`config.mk`:
```
export PLATFORM = sky130hd
export DESIGN_NAME = serial_loader
export DESIGN_NICKNAME = d
export VERILOG_FILES = /design/src/rtl/serial_loader.sv
export SDC_FILE = /design/constraint.sdc
export NUM_CORES = 1
export LEC_CHECK = 0
export CORE_UTILIZATION = 45
export CTS_CLUSTER_SIZE = 20
export DETAILED_ROUTE_END_ITERATION = 6
export GPL_TIMING_DRIVEN = 0
export PLACE_DENSITY_LB_ADDON = 0.25
export SYNTH_ARGS = -nofsm -noshare
export SYNTH_HDL_FRONTEND = slang
export SYNTH_SLANG_ARGS = --single-unit
```
`constraint.sdc`:
```
create_clock -name clk -period 3.35 [get_ports clk]
set_clock_uncertainty 0.2 [all_clocks]
set_input_delay 0.8375 -clock clk [delete_from_list [all_inputs] [get_ports clk]]
set_output_delay 0.8375 -clock clk [all_outputs]
set_load 0.005 [all_outputs]
```
`src/rtl/serial_loader.sv`:
```
// serial_loader -- UART-fed BRAM loader.
//
// An 8N1 UART receiver feeds a text-record parser. A record has the form
// "$AAAA#DD DD...\r": four hex address digits, '#', then hex byte pairs
// with optional spaces, then CR. Each completed byte is written to BRAM
// and the write address then advances by one, wrapping at 11 bits.
//
// Parameters:
//   CLK_HZ  system clock frequency in Hz
//   BAUD    UART bit rate; bit period DIV = round(CLK_HZ / BAUD)
//
// Ports:
//   clk           system clock, rising edge
//   RESET         asynchronous active-high reset
//   RxPin         UART receive line, idle high, asynchronous to clk
//   WriteAddress  BRAM byte address for the current write
//   WriteDATA     byte to write
//   WriteEnable   one-cycle write strobe
//   FrameDone     one-cycle pulse on a correctly terminated record
//   FrameError    one-cycle pulse on a protocol or framing error
//   ErrCount      saturating FrameError counter
//
// Build option:
//   SERIAL_LOADER_ERRCNT_EN  when defined, ErrCount counts FrameError
//                            pulses (saturating at 8'hFF); otherwise
//                            ErrCount is tied to zero.

module serial_loader #(
  parameter int unsigned CLK_HZ = 24000000,
  parameter int unsigned BAUD   = 115200
) (
  input  logic        clk,
  input  logic        RESET,
  input  logic        RxPin,
  output logic [10:0] WriteAddress,
  output logic [7:0]  WriteDATA,
  output logic        WriteEnable,
  output logic        FrameDone,
  output logic        FrameError,
  output logic [7:0]  ErrCount
);

  localparam int unsigned DIV  = (CLK_HZ + BAUD / 2) / BAUD;
  localparam int unsigned HALF = DIV / 2;
  localparam int unsigned CW   = $clog2(DIV + 1);
  localparam logic [CW-1:0] DIV_LAST  = CW'(DIV - 1);
  localparam logic [CW-1:0] HALF_LAST = CW'(HALF - 1);

  localparam logic [7:0] CH_DOLLAR = 8'h24;
  localparam logic [7:0] CH_HASH   = 8'h23;
  localparam logic [7:0] CH_SPACE  = 8'h20;
  localparam logic [7:0] CH_CR     = 8'h0D;

  // ------------------------------------------------------------------
  // Input synchroniser and falling-edge history
  // ------------------------------------------------------------------
  logic rx_meta, rx_s, rx_prev;

  always_ff @(posedge clk or posedge RESET) begin
    if (RESET) begin
      rx_meta <= 1'b1;
      rx_s    <= 1'b1;
      rx_prev <= 1'b1;
    end else begin
      rx_meta <= RxPin;
      rx_s    <= rx_meta;
      rx_prev <= rx_s;
    end
  end

  // ------------------------------------------------------------------
  // Bit receiver
  // ------------------------------------------------------------------
  typedef enum logic [1:0] {RX_IDLE, RX_START, RX_DATA, RX_STOP} rx_state_t;

  rx_state_t     rx_state, rx_state_n;
  logic [CW-1:0] cnt, cnt_n;
  logic [2:0]    bit_idx, bit_idx_n;
  logic [7:0]    rx_sh, rx_sh_n;
  logic          rx_valid, rx_ferr;

  always_ff @(posedge clk or posedge RESET) begin
    if (RESET) begin
      rx_state <= RX_IDLE;
      cnt      <= '0;
      bit_idx  <= '0;
      rx_sh    <= '0;
    end else begin
      rx_state <= rx_state_n;
      cnt      <= cnt_n;
      bit_idx  <= bit_idx_n;
      rx_sh    <= rx_sh_n;
    end
  end

  always_comb begin
    rx_state_n = rx_state;
    cnt_n      = cnt + CW'(1);
    bit_idx_n  = bit_idx;
    rx_sh_n    = rx_sh;
    rx_valid   = 1'b0;
    rx_ferr    = 1'b0;
    unique case (rx_state)
      RX_IDLE: begin
        cnt_n = '0;
        if (rx_prev && !rx_s) rx_state_n = RX_START;
      end
      RX_START: begin
        if (cnt == HALF_LAST) begin
          cnt_n     = '0;
          bit_idx_n = '0;
          // Line back high at mid start bit: a glitch, silently dropped.
          rx_state_n = rx_s ? RX_IDLE : RX_DATA;
        end
      end
      RX_DATA: begin
        if (cnt == DIV_LAST) begin
          cnt_n     = '0;
          rx_sh_n   = {rx_s, rx_sh[7:1]};
          bit_idx_n = bit_idx + 3'd1;
          if (bit_idx == 3'd7) rx_state_n = RX_STOP;
        end
      end
      RX_STOP: begin
        if (cnt == DIV_LAST) begin
          cnt_n      = '0;
          rx_state_n = RX_IDLE;
          if (rx_s) rx_valid = 1'b1;
          else      rx_ferr  = 1'b1;
        end
      end
      default: rx_state_n = RX_IDLE;
    endcase
  end

  // ------------------------------------------------------------------
  // Record parser
  // ------------------------------------------------------------------
  typedef enum logic [2:0] {P_IDLE, P_ADDR, P_HASH, P_DATA_HI, P_DATA_LO} p_state_t;

  function automatic logic [4:0] hex_decode(input logic [7:0] c);
    logic [4:0] r;
    r = '0;
    if (c >= 8'h30 && c <= 8'h39)      r = {1'b1, c[3:0]};
    else if ((c >= 8'h41 && c <= 8'h46) ||
             (c >= 8'h61 && c <= 8'h66)) r = {1'b1, c[3:0] + 4'd9};
    return r;
  endfunction

  p_state_t    pstate, pstate_n;
  logic [1:0]  dcnt, dcnt_n;
  // Only the low 11 address bits are ever loaded, so the shift register
  // keeps just those; the upper digits shift out without effect.
  logic [10:0] asr, asr_n;
  logic [3:0]  hi_nib, hi_nib_n;
  logic [7:0]  wdata_n;
  logic        we_n, done_n, err_n, load_addr;
  logic [4:0]  hex;

  assign hex = hex_decode(rx_sh);

  always_comb begin
    pstate_n  = pstate;
    dcnt_n    = dcnt;
    asr_n     = asr;
    hi_nib_n  = hi_nib;
    wdata_n   = WriteDATA;
    we_n      = 1'b0;
    done_n    = 1'b0;
    err_n     = 1'b0;
    load_addr = 1'b0;
    if (rx_ferr) begin
      err_n    = 1'b1;
      pstate_n = P_IDLE;
    end else if (rx_valid) begin
      if (pstate != P_IDLE && rx_sh == CH_DOLLAR) begin
        pstate_n = P_ADDR;
        dcnt_n   = '0;
      end else begin
        unique case (pstate)
          P_IDLE: begin
            if (rx_sh == CH_DOLLAR) begin
              pstate_n = P_ADDR;
              dcnt_n   = '0;
            end
          end
          P_ADDR: begin
            if (hex[4]) begin
              asr_n  = {asr[6:0], hex[3:0]};
              dcnt_n = dcnt + 2'd1;
              if (dcnt == 2'd3) pstate_n = P_HASH;
            end else begin
              err_n    = 1'b1;
              pstate_n = P_IDLE;
            end
          end
          P_HASH: begin
            if (rx_sh == CH_HASH) begin
              load_addr = 1'b1;
              pstate_n  = P_DATA_HI;
            end else begin
              err_n    = 1'b1;
              pstate_n = P_IDLE;
            end
          end
          P_DATA_HI: begin
            if (hex[4]) begin
              hi_nib_n = hex[3:0];
              pstate_n = P_DATA_LO;
            end else if (rx_sh == CH_CR) begin
              done_n   = 1'b1;
              pstate_n = P_IDLE;
            end else if (rx_sh != CH_SPACE) begin
              err_n    = 1'b1;
              pstate_n = P_IDLE;
            end
          end
          P_DATA_LO: begin
            if (hex[4]) begin
              we_n     = 1'b1;
              wdata_n  = {hi_nib, hex[3:0]};
              pstate_n = P_DATA_HI;
            end else begin
              err_n    = 1'b1;
              pstate_n = P_IDLE;
            end
          end
          default: pstate_n = P_IDLE;
        endcase
      end
    end
  end

  always_ff @(posedge clk or posedge RESET) begin
    if (RESET) begin
      pstate       <= P_IDLE;
      dcnt         <= '0;
      asr          <= '0;
      hi_nib       <= '0;
      WriteDATA    <= '0;
      WriteEnable  <= 1'b0;
      FrameDone    <= 1'b0;
      FrameError   <= 1'b0;
      WriteAddress <= '0;
    end else begin
      pstate      <= pstate_n;
      dcnt        <= dcnt_n;
      asr         <= asr_n;
      hi_nib      <= hi_nib_n;
      WriteDATA   <= wdata_n;
      WriteEnable <= we_n;
      FrameDone   <= done_n;
      FrameError  <= err_n;
      if (load_addr)        WriteAddress <= asr;
      else if (WriteEnable) WriteAddress <= WriteAddress + 11'd1;
    end
  end

  // ------------------------------------------------------------------
  // Error counter
  // ------------------------------------------------------------------
`ifdef SERIAL_LOADER_ERRCNT_EN
  always_ff @(posedge clk or posedge RESET) begin
    if (RESET)                            ErrCount <= '0;
    else if (FrameError && ErrCount != '1) ErrCount <= ErrCount + 8'd1;
  end
`else
  assign ErrCount = '0;
`endif

endmodule

```
==> metrics.txt, run 1 <==
power per cell area approximately 440 mW/mm²; Max Clock Freq around 0.36 GHz; root cell of the clock tree clkbuf_8; worst min path class flop to flop; initial antenna violation count 0; Main synth FF type dfrtp_1; row cnt 30; Num CTS Buffers 9; RR Endpoint WriteDATA[5]; largest fanout on the critical path 9; status finished, final reports clean; Layout fillers 610; post-CTS sizing 0; Die ar. 0.00768 mm²; met3 Use GR about 4.8%; routability cong. roughly 0.8; Crit Reg-Reg Startpoint cnt[0]; diode count 0; CP Launch Type flop; area delta synth->final 19.2%; H-tree levels 3; global routing's busiest layer met2; Hold Crit Endpoint rx_s; final number of setup-violating endpoints 0; Synth Warn # 0; Placement Setup Slack approximately 520 ps; DRT Pass-1 Iters 4; Slew @ Worst Pin between 700 and 800 ps; Post-synth ARST share 100%; antenna-violating nets left 0; critical path capture point type flop; RSZ-0062 raised after global routing false; CTS max path bufs 2; Cell variety after synth between 50 and 60; Critical Path RT roughly 3400 ps; Final Hold Violating Endpoints 0; Final min period 2820 ps; via/cell ratio 5.09; first-pass GRT wire length between 10,000 and 15,000 µm; Initial Utilization approximately 47%; Max Cap Viol 0; vias in the first global route 2,162; nets approximately 360; fin util 56.6%; final WL approximately 6000 µm; Residual DRC 0; gr ovfl total 0; Core ar. 0.00694 mm²; Mapped Avg Cell Area around 11 µm²; CTS tree built; sequential share of the synthesized area 50.2%; EDFF count, synth 0; Die H 87.6 µm; Tot GR Track Use 18.1%; wire length per cell 13.6 µm; hold path start rx_meta; Yosys reg bits 66; I/O pins 33; PnR worst setup slack 533 ps; final period utilization 84.1%; Slew Viols, Final 0; critical path class flop to flop; Max VDD drop around 0.33 mV; DP HPWL 4370 µm; IO buf count 24; Leakage ~1.9 nW; Worst R2R Path Depth 7; flop-to-flop setup slack 530 ps; clock-pin slew on the worst setup and hold paths 80 ps; Iter 0 DRT Violations 74; WHS Path Cells 0; hold slack 161 ps; Skew-Pair Late Insertion Delay between 300 and 400 ps; layout cells sized above 1 21.3%; worst rel slew slack 52.9%; CTS hold repair buffers 0; Vias around 2,300; Gate Count Post-Synth about 300; clk sinks between 60 and 70; largest net degree at the start of global routing 35; CP Data Arrival Time 2840 ps; GR Util met1 25.1%; mapped cell area 0.00330 mm²; post-CTS setup buffer count 0; die width 87.6 µm; met2 Usage GRT between 20 and 30%
-- state kept, by name, indices dropped and copies added, names as in the netlist, named ones only --
name,cells
WriteAddress,11
asr,11
WriteDATA,8
cnt,8
rx_sh,8
hi_nib,4
bit_idx,3
pstate,3
dcnt,2
FrameDone,1
FrameError,1
WriteEnable,1
rx_meta,1
rx_prev,1
rx_s,1
rx_state,1
-- cell families (layout without fill, tap and decap cells) --
logic type,count (synthesis),count (layout),share of synthesized area [%]
other,1,8,0.114
adder cells (fa/ha/maj),8,8,3.04
AND/OR/NAND/NOR,106,106,17.5
buffers and inverters,29,70,4.55
XOR/XNOR,19,19,5.05
AO/OA/AOI/OAI,42,42,8.46
flip-flops,66,66,50.2
multiplexers,33,33,11.2
-- through the flow --
stage / setup TNS, ps / area (µm²) / total power (W) / instances
final: 0 / 3930 / 0.00171 / 448
after global routing: 0 / 3930 / 0.00179 / 448
after CTS: 0 / 3930 / 0.00174 / 448
after detailed placement: 0 / 3700 / 0.000984 / 432
after global placement: -29540 / 3680 / 0.000975 / 431
after floorplan: 0 / 3320 / 0.000955 / 311
-- where the power goes --
part	leakage (nW)	internal (W)	total, W	switching [W]
clock	0.106	0.000425	0.000748	0.000323
combinational	0.855	0.0000460	0.000103	0.0000567
sequential	0.902	0.000830	0.000862	0.0000324
-- synthesized netlist by cell type (3+ instances only) --
| library cell | instances | area share, % |
|---|---|---|
| nor2b_1 | 4 | 0.76 |
| nor2_1 | 32 | 3.6 |
| buf_4 | 8 | 1.8 |
| ha_1 | 8 | 3.0 |
| dfrtp_1 | 63 | 48 |
| inv_1 | 10 | 1.1 |
| a21o_1 | 3 | 0.68 |
| a21oi_1 | 14 | 2.1 |
| o21ai_0 | 9 | 1.4 |
| nand3_1 | 8 | 1.2 |
| and3_1 | 6 | 1.1 |
| mux2i_1 | 3 | 0.91 |
| clkbuf_1 | 10 | 1.1 |
| a31oi_1 | 3 | 0.57 |
| dfstp_2 | 3 | 2.4 |
| nand4_1 | 9 | 1.7 |
| xor2_1 | 14 | 3.7 |
| nor3_1 | 4 | 0.61 |
| mux2_2 | 30 | 10 |
| nand2_1 | 21 | 2.4 |
| xnor2_1 | 5 | 1.3 |
-- cell type report --
class / instances / area, µm² / share of cell area (%)
clock inverter: 7 / 101 / 2.58
multi-input combinational: 216 / 1520 / 38.7
sequential: 66 / 1660 / 42.1
tap: 96 / 120 / 3.06
buffer: 19 / 113 / 2.87
timing repair buffer: 25 / 260 / 6.62
clock buffer: 9 / 124 / 3.15
inverter: 10 / 37.5 / 0.955
-- layout by cell type (no fill, tap or decap), types with 2 or more instances in the layout --
cell type	n
dfrtp_1	63
nor2_1	32
mux2_2	30
clkdlybuf4s50_1	24
nand2_1	21
xor2_1	14
a21oi_1	14
clkbuf_1	10
inv_1	9
nand4_1	9
o21ai_0	9
clkbuf_8	9
nand3_1	8
ha_1	8
buf_4	8
conb_1	8
and3_1	6
xnor2_1	5
nor3_1	4
nor2b_1	4
a21o_1	3
a31oi_1	3
mux2i_1	3
dfstp_2	3
nor4b_1	2
nand2b_1	2
and2b_2	2
o221ai_1	2
nand3b_1	2
o22ai_1	2
a221oi_1	2
clkinvlp_4	2
inv_6	2
bufinv_16	2
-- critical path, cell delays in order (launching register included) --
cell     delay, ps
dfrtp_1        370
ha_1           240
nand3_2        140
nor4_4         430
and4_1         320
nand2_2        120
nor3_4         470
mux2_2         390
-- per-layer routing --
layer	share of wire, %	vias to the layer above
met5	0	-
met4	0.72	0
met3	4.1	4
met2	47	47
met1	48	1102
li1	-	1128
-- how the worst max path moves through the flow --
| stage | start | slack, ps | cells after the start | endpoint |
|---|---|---|---|---|
| floorplan | RESET | 660 | 1 | FrameDone |
| global placement | RESET | -470 | 2 | FrameDone |
| detailed placement | cnt[0] | 520 | 7 | WriteDATA[3] |
| CTS | cnt[0] | 520 | 7 | WriteDATA[5] |
| global route | cnt[0] | 380 | 7 | WriteDATA[2] |
| finish | cnt[0] | 530 | 7 | WriteDATA[5] |
Note: power is estimated with default switching activity, not from simulation.
==> run 2: changes to the inputs <==
==> constraint.sdc (replaced) <==
create_clock -name clk -period 2.89 [get_ports clk]
set_clock_uncertainty 0.2 [all_clocks]
set_input_delay 0.7225 -clock clk [delete_from_list [all_inputs] [get_ports clk]]
set_output_delay 0.7225 -clock clk [all_outputs]
set_load 0.005 [all_outputs]
==> run 2 against run 1 <==
  * Combinational power increased by 16%
  * Cell area increased by 0.70%
  * Worst setup slack got worse by 310 ps
  * Non-clock buffer count increased by 2
  * First-iteration DRC count increased by 2.7%
  * Sequential share of layout area decreased by 0.29 points
  * Core utilization increased by 0.40 points
  * Sequential cell count unchanged
  * Critical path type unchanged
  * Critical endpoint is now asr[9]
==> metrics.txt, run 2 (synthesis gave the netlist of run 1 again) <==
biggest regs WriteAddress: 11 flops, asr: 11 flops; routability cong. 0.823; Critical Path RT 2920 ps; worst rel slew slack between 50% and 60%; critical path's slowest cell dfrtp_1; clock-pin slew on the worst setup and hold paths ~70 ps; most common cell after layout, fill and taps aside dfrtp_1; final number of setup-violating endpoints 0; worst path bufs/invs 2; flip-flop and latch area 0.00166 mm²; CP Cell Sequence inv_1 -> ha_1 -> o21bai_1 -> a211oi_4 -> nor2_2 -> or3_4 -> nor2_4 -> buf_8 -> mux2_2; Leakage 1.88 nW; Skew-Pair Late Insertion Delay approximately 340 ps; die width 87.6 µm; flop-to-flop setup slack about 220 ps; Layout fillers 608; diode count 0; hold slack 159 ps; via/cell ratio approximately 5.1; antenna-violating nets left 0; Worst R2R Path Depth 9; initial antenna violation count 0; WHS Path Cells 0; I/O pins 33; IO buf count 24; H-tree levels 3; Crit Reg-Reg Startpoint rx_sh[1]; Placed Cells 432; Slew @ Worst Pin just over 700 ps; Max Cap Viol 0; Tot GR Track Use ~18%; critical path capture point type flop; Vias 2,303; final period utilization approximately 92%; RSZ-0062 raised after global routing false; CTS tree built; CP Launch Type flop; critical path class flop to flop; Final min period around 2700 ps; first-pass GRT wire length 10,600 µm; status finished, final reports clean; row cnt 30; Core ar. a little under 0.007 mm²; clk sinks 66; post-route insts no fill 450; CP Data Arrival Time approximately 2700 ps; wire length per cell approximately 14 µm; final WL about 6100 µm; layout cells sized above 1 between 20% and 30%; Num CTS Buffers 9; Max Clock Freq 0.375 GHz; Iter 0 DRT Violations 76; total negative slack 0 ps; largest fanout on the critical path 10; post-CTS sizing 0; area delta synth->final 20.0%; Die H 87.6 µm; Slew Viols, Final 0; GR Util met1 25.1%; Initial Utilization a little under half; vias in the first global route roughly 2,200; CTS max path bufs 2; nets 360; Final Hold Violating Endpoints 0; Max VDD drop 0.402 mV; hold path start rx_meta; gr ovfl total 0; Multi-input gate area 0.00152 mm²; root cell of the clock tree clkbuf_8; Top delay family on crit path simple AND/OR/NAND/NOR gates; power per cell area 502 mW/mm²; DRT Pass-1 Iters 4; Die ar. 0.00768 mm²; largest net degree at the start of global routing 35; most frequent cells in the layout dfrtp_1 (63), nor2_1 (32), mux2_2 (30); Hold Crit Endpoint rx_s; met3 Use GR roughly 4.8%; met2 Usage GRT 27.8%; RR Endpoint asr[9]; Residual DRC 0; global routing's busiest layer met2; worst min path class flop to flop; DP HPWL 4370 µm; CP max stage delay roughly 440 ps
-- run 2: how the worst max path moves through the flow --
stage	start	end	cells past startpoint
6_report	rx_sh[1]	asr[9]	9
5_1_grt	rx_sh[3]	asr[9]	8
4_1_cts	cnt[0]	WriteDATA[5]	7
3_5_place_dp	cnt[0]	WriteDATA[3]	7
3_3_place_gp	RESET	FrameDone	2
2_1_floorplan	RESET	FrameDone	1
-- run 2: area by class of cell --
| type | instances | area share, % |
|---|---|---|
| clock buffers | 9 | 3.13 |
| repair buffers | 27 | 7.27 |
| flip-flops and latches | 66 | 41.8 |
| clock inverters | 7 | 2.56 |
| inverters | 10 | 0.948 |
| multi-input cells | 216 | 38.4 |
| plain buffers | 19 | 2.85 |
| well taps | 96 | 3.04 |
-- run 2: worst register-to-register path, delay by kind of cell, from the launching register on --
family	cells	cell delay (ps)
compound gates	2	370
fa+ha+maj	1	240
buf+inv	2	300
flops	1	440
mux	1	330
simple gates	3	690
-- run 2: metrics by stage --
step / setup WS (ps) / total power, W / util (%) / area (µm²)
finish: 222 / 0.00199 / 57.0 / 3960
global placement: -816 / 0.00113 / 53.1 / 3680
detailed placement: 64.9 / 0.00114 / 53.4 / 3700
global route: 24.5 / 0.00207 / 57.0 / 3960
floorplan: 318 / 0.00111 / - / 3320
CTS: 56.0 / 0.00201 / 56.6 / 3930
-- run 2: layer usage --
metal | routed length [µm] | share of wire [%]
met3 | 232 | 3.8
met4 | 54 | 0.89
met1 | 2930 | 48
met5 | 0 | 0
met2 | 2890 | 47
-- run 2: where the power goes --
| group | internal (W) | total, W | switching, W |
|---|---|---|---|
| combinational | 0.0000534 | 0.000119 | 0.0000659 |
| clock | 0.000492 | 0.000866 | 0.000374 |
| sequential | 0.000962 | 0.000999 | 0.0000376 |
-- run 2: timing repair --
item,4_1_cts,5_1_grt
buffers inserted,0,2
setup endpoints to repair,0,20
hold buffers,0,0
==> edit 1 (config.mk and constraints of run 1) <==
Remove the register `FrameError`: a continuous assignment takes its place, so the output `FrameError` follows one clock earlier. Comments in the files are not updated.
--- a/src/rtl/serial_loader.sv
+++ b/src/rtl/serial_loader.sv
@@ -240,7 +240,6 @@
       WriteDATA    <= '0;
       WriteEnable  <= 1'b0;
       FrameDone    <= 1'b0;
-      FrameError   <= 1'b0;
       WriteAddress <= '0;
     end else begin
       pstate      <= pstate_n;
@@ -250,11 +249,12 @@
       WriteDATA   <= wdata_n;
       WriteEnable <= we_n;
       FrameDone   <= done_n;
-      FrameError  <= err_n;
       if (load_addr)        WriteAddress <= asr;
       else if (WriteEnable) WriteAddress <= WriteAddress + 11'd1;
     end
   end
+
+  assign FrameError = err_n;
 
   // ------------------------------------------------------------------
   // Error counter
Behaviour: no difference found for any inputs over 10 cycles, from zero or initial values and one cycle with RESET high; that may be too few to reach the edited logic, so the function may still have changed.
==> edit 1 against run 1 <==
Maximum frequency is 12% lower; synthesized area is 0.80% higher; cell area is 2.0% higher; power decreased by 4.3%; setup slack got worse by 0.40 ns; sequential cell count fell by 1; worst hold slack got worse by 0.0028 ns; die area is 0.78% higher; critical path depth rose by 1; routed wire length increased by 3.7%; sequential share of layout area decreased by 1.4 points; synthesized cell count is 0.33% lower; critical path type is now reg2out.
==> edit 1: results (changes against run 1) <==
The detailed route wirelength on metal3 was 162 um (was 248 um). The met2 routed wirelength came out at 3.073 mm (was 2.878 mm). The register-to-register setup slack came out at 0.68 ns (was 0.53 ns). The routability-driven placement congestion ratio is 0.8464 (was 0.8230). The setup slack after layout came to 0.1350 ns (was 0.5335 ns). The share of final layout cell area taken by non-clock buffers is 10.21% (was 9.487%). The clock tree buffer count of the final layout came out at 10 (was 9). The violation count after the first detailed-route iteration came out at 93 (was 74).

The number of non-clock buffers in the layout is 49 (was 44). The adder and majority cell fraction of the synthesized area came out at 3.011% (was 3.035%). Leading post-synthesis cells by instance count: dfrtp_1, nor2_1, nand2_1 (was dfrtp_1, nor2_1, mux2_2). The standard cell with the maximum stage delay on the critical path is or4b_4 (was nor3_4). Result of the run: complete, no violations (unchanged). The critical path endpoint is FrameError (was WriteDATA[5]$_DFFE_PP0P_). The internal power contribution came out at 0.001231 W (was 0.001301 W). The global-route wire length before repair was 10.74 mm (was 10.64 mm). The total via count in the routed design came out at 2,347 (was 2,281). The number of inverters outside the clock class in the layout is 7 (was 10).

The multiplexer share of the synthesized area came out at 12.27% (was 11.15%). The overall global routing resource usage came to 18.37% (was 18.12%). The sequential standard cell area came out at 1632 um2 (was 1655 um2). The destination of the worst register-to-register timing path is WriteDATA[4]$_DFFE_PP0P_ (was WriteDATA[5]$_DFFE_PP0P_). The static leakage was 1.856 nW (was 1.863 nW). The critical register-to-register path startpoint was rx_sh[3]$_DFFE_PP0P_ (was cnt[0]$_DFF_PP0_). The wire length reported by the detailed router is 6.306 mm (was 6.081 mm). Cell types with the largest area share after synthesis: dfrtp_1, mux2_4, xor2_1 (was dfrtp_1, mux2_2, xor2_1). The share of post-route cells with drive strength above 1 is 21.47% (was 21.31%). The highest routed metal layer is met4 (unchanged). The post-placement cell area came out at 3731 um2 (was 3705 um2). The sequential share of cell area came out at 40.70% (was 42.12%). The transition time of the tightest slew-check pin is 0.5471 ns (was 0.7059 ns). The path depth of the worst reg2reg path came out at 8 (was 7). The half-perimeter wire length of the detailed placement result came out at 4.421 mm (was 4.373 mm). The maximum number of pins on one net before global-route repair came to 44 (was 35). The worst endpoint data arrival time came out at 2.18 ns (was 2.84 ns). The post-synthesis xor/xnor area fraction is 5.269% (was 5.046%).

The total number of nets in the final design is 360 (was 358). The clock network contribution to total cell area is 5.119% (was 5.731%). The via count of the first global-routing pass is 2,223 (was 2,162). The number of multi-input combinational cells in the layout is 217 (was 216). The pre-CTS setup slack came out at -0.2025 ns (was 0.5249 ns). The number of sequential cells is 65 (was 66).

The area occupied by multi-input gates came out at 1617 um2 (was 1519 um2).
[edit 1: timing repair]
| item | 4_1_cts | 5_1_grt |
|---|---|---|
| setup buffers | 3 | 0 |
| setup endpoints to repair | 1 | 1 |
| pin swaps | 5 | 1 |
| gates resized for setup | 12 | 7 |
[edit 1: per-layer routing]
metal  vias to the layer above  global-route usage, %
met1                      1147                  24.19
met5                         -                      0
met2                        40                  29.32
met3                         7                  4.241
met4                         0                  7.601
li1                       1153                      -
[edit 1: worst max-delay path: cells and delay by family (launching register included)]
| kind | cells | cell delay, ns |
|---|---|---|
| flip-flops | 1 | 0.37 |
| AO/OA/AOI/OAI | 4 | 0.60 |
| AND/OR/NAND/NOR | 2 | 0.57 |
| buffers and inverters | 2 | 0.27 |
[edit 1: metrics by stage]
stage | hold WS [ns] | cells | util (%) | total power (W)
finish | 0.1577 | 450 | 57.42 | 0.001640
global placement | 0.1469 | 430 | 53.15 | 0.0009612
global route | 0.1653 | 450 | 57.42 | 0.001720
detailed placement | 0.1478 | 431 | 53.44 | 0.0009683
CTS | 0.1580 | 450 | 57.17 | 0.001650
floorplan | 0.1452 | 310 | - | 0.0009409
[edit 1: cell families (layout without fill, tap and decap cells)]
family	Yosys count	in the layout
AOI/OAI and AO/OA	45	45
muxes	31	31
other	1	8
adders and majority gates	8	8
buffers and inverters	28	72
xor gates and xnor gates	20	20
and+or+nand+nor	105	105
DFF	65	65
[edit 1: power groups by stage]
stage / Clock (W) / Sequential, W / Combinational [W]
global placement: 0 / 0.000864 / 0.0000972
global route: 0.000738 / 0.000859 / 0.000123
floorplan: 0 / 0.000857 / 0.0000835
detailed placement: 0 / 0.000866 / 0.000103
CTS: 0.000696 / 0.000851 / 0.000103
finish: 0.000682 / 0.000853 / 0.000105
==> edit 2 (config.mk and constraints of run 1) <==
Made on the original files. The option `SERIAL_LOADER_ERRCNT_EN` is turned on by a define.
--- a/src/rtl/serial_loader.sv
+++ b/src/rtl/serial_loader.sv
@@ -24,6 +24,8 @@
 //   SERIAL_LOADER_ERRCNT_EN  when defined, ErrCount counts FrameError
 //                            pulses (saturating at 8'hFF); otherwise
 //                            ErrCount is tied to zero.
+
+`define SERIAL_LOADER_ERRCNT_EN
 
 module serial_loader #(
   parameter int unsigned CLK_HZ = 24000000,
Formal check against the unedited RTL: same outputs for any inputs over 10 cycles, from zero or initial values and one cycle with RESET high; that may be too few to reach the edited logic, so the function may still have changed.
==> edit 2 against run 1 <==
Sequential cell count rose by 8; synthesized area rose by 8.6%; worst hold slack got worse by 0.0025 ns; count of clock-buffer cells in the layout rose by 2; routed wire length rose by 3.7%; critical path depth did not move; cell area rose by 8.2%; setup slack got worse by 0.12 ns; power rose by 0.52%; maximum frequency fell by 4.2%; sequential power rose by 10%; global-route usage fell by 0.93 points; final cell count rose by 7.4%; critical path type unchanged; largest power group unchanged; highest routed layer unchanged.
==> edit 2: results (changes against run 1) <==
The sequential share of cell area came to 43.63% (was 42.12%). The destination of the worst register-to-register timing path is WriteAddress[7]$_DFFE_PP0P_ (was WriteDATA[5]$_DFFE_PP0P_). The met1 capacity usage during global routing was 23.54% (was 25.06%). The share of post-route cells with drive strength above 1 came out at 14.78% (was 21.31%). The final period demand of the worst path came out at 2.940 ns (was 2.817 ns). The number of different library cells in the post-synthesis netlist was 55 (was 51). The via count of the first global-routing pass came to 2,446 (was 2,162).

The number of cells in the design after placement came out at 467 (was 432). The pre-CTS setup slack came out at 0.4508 ns (was 0.5249 ns). The number of multi-input combinational cells in the layout came to 233 (was 216). The worst supply voltage drop on vdd is 0.0002689 V (was 0.0003342 V). The detail-routed via count per cell was 5.168 (was 5.092).

The post-placement cell area came out at 4061 um2 (was 3705 um2). The number of inverters outside the clock class in the layout came out at 14 (was 10). The routability-driven placement congestion ratio came to 0.8409 (was 0.8230).

The post-synthesis xor/xnor area fraction came out at 6.355% (was 5.046%). The global-route wire length before repair is 11.38 mm (was 10.64 mm). The violation count after the first detailed-route iteration came to 113 (was 74). The total via count in the routed design came out at 2,486 (was 2,281).

The clock tree buffer count of the final layout is 11 (was 9). The final core utilization was 55.04% (was 56.59%). The compound-gate portion of the synthesized area is 10.09% (was 8.460%). The proportion of synthesized chip area in sequential cells is 51.78% (was 50.19%). The delay of the slowest critical-path stage came out at 0.85 ns (was 0.47 ns). The static leakage is 1.914 nW (was 1.863 nW). The gate count after technology mapping is 332 (was 304). The adder and majority cell fraction of the synthesized area is 3.142% (was 3.035%).

The standard cell with the maximum stage delay on the critical path is nor3_1 (was nor3_4). The clock latency of the later-clocked register in the worst-skew pair came out at 0.35 ns. The maximum number of pins on one net before global-route repair is 75 (was 35). The transition time of the tightest slew-check pin is 1.011 ns (was 0.7059 ns). Result of the run: complete, no violations (unchanged). Cell types with the largest area share after synthesis: dfrtp_1, mux2_2, xnor2_1 (was dfrtp_1, mux2_2, xor2_1). The clock net sink count came out at 74 (was 66). The total number of nets in the final design is 388 (was 358). The global-route met3 utilization came out at 3.015% (was 4.807%). The share of final layout cell area taken by non-clock buffers is 9.532% (was 9.487%).

The final hold slack was 0.1580 ns (was 0.1605 ns). The multiplexer share of the synthesized area is 8.589% (was 11.15%). The share of total power consumed by net switching is 22.38% (was 24.07%). The half-perimeter wire length of the detailed placement result came out at 4.440 mm (was 4.373 mm). The met2 demand-to-capacity share in global routing is 26.39% (was 27.77%).
[edit 2: metal layers]
| metal | up-vias | share of wire (%) |
|---|---|---|
| met3 | 12 | 2.8 |
| li1 | 1249 | - |
| met5 | - | 0 |
| met1 | 1185 | 49 |
| met2 | 40 | 46 |
| met4 | 0 | 2.3 |
[edit 2: cell families (layout without fill, tap and decap cells)]
kind of cell               after synthesis  in the layout
AOI/OAI and AO/OA                       52             52
xor gates and xnor gates                26             26
adders and majority gates                9              9
buffers and inverters                   25             72
DFF                                     74             74
muxes                                   27             27
and+or+nand+nor                        119            119
[edit 2: power by group through the flow]
stage               combinational, W  clock (W)  sequential, W
floorplan                  0.0000705          0       0.000962
global placement           0.0000866          0       0.000967
detailed placement         0.0000942          0       0.000968
CTS                        0.0000950   0.000694       0.000951
global route                0.000111   0.000725       0.000957
finish                     0.0000938   0.000677       0.000951
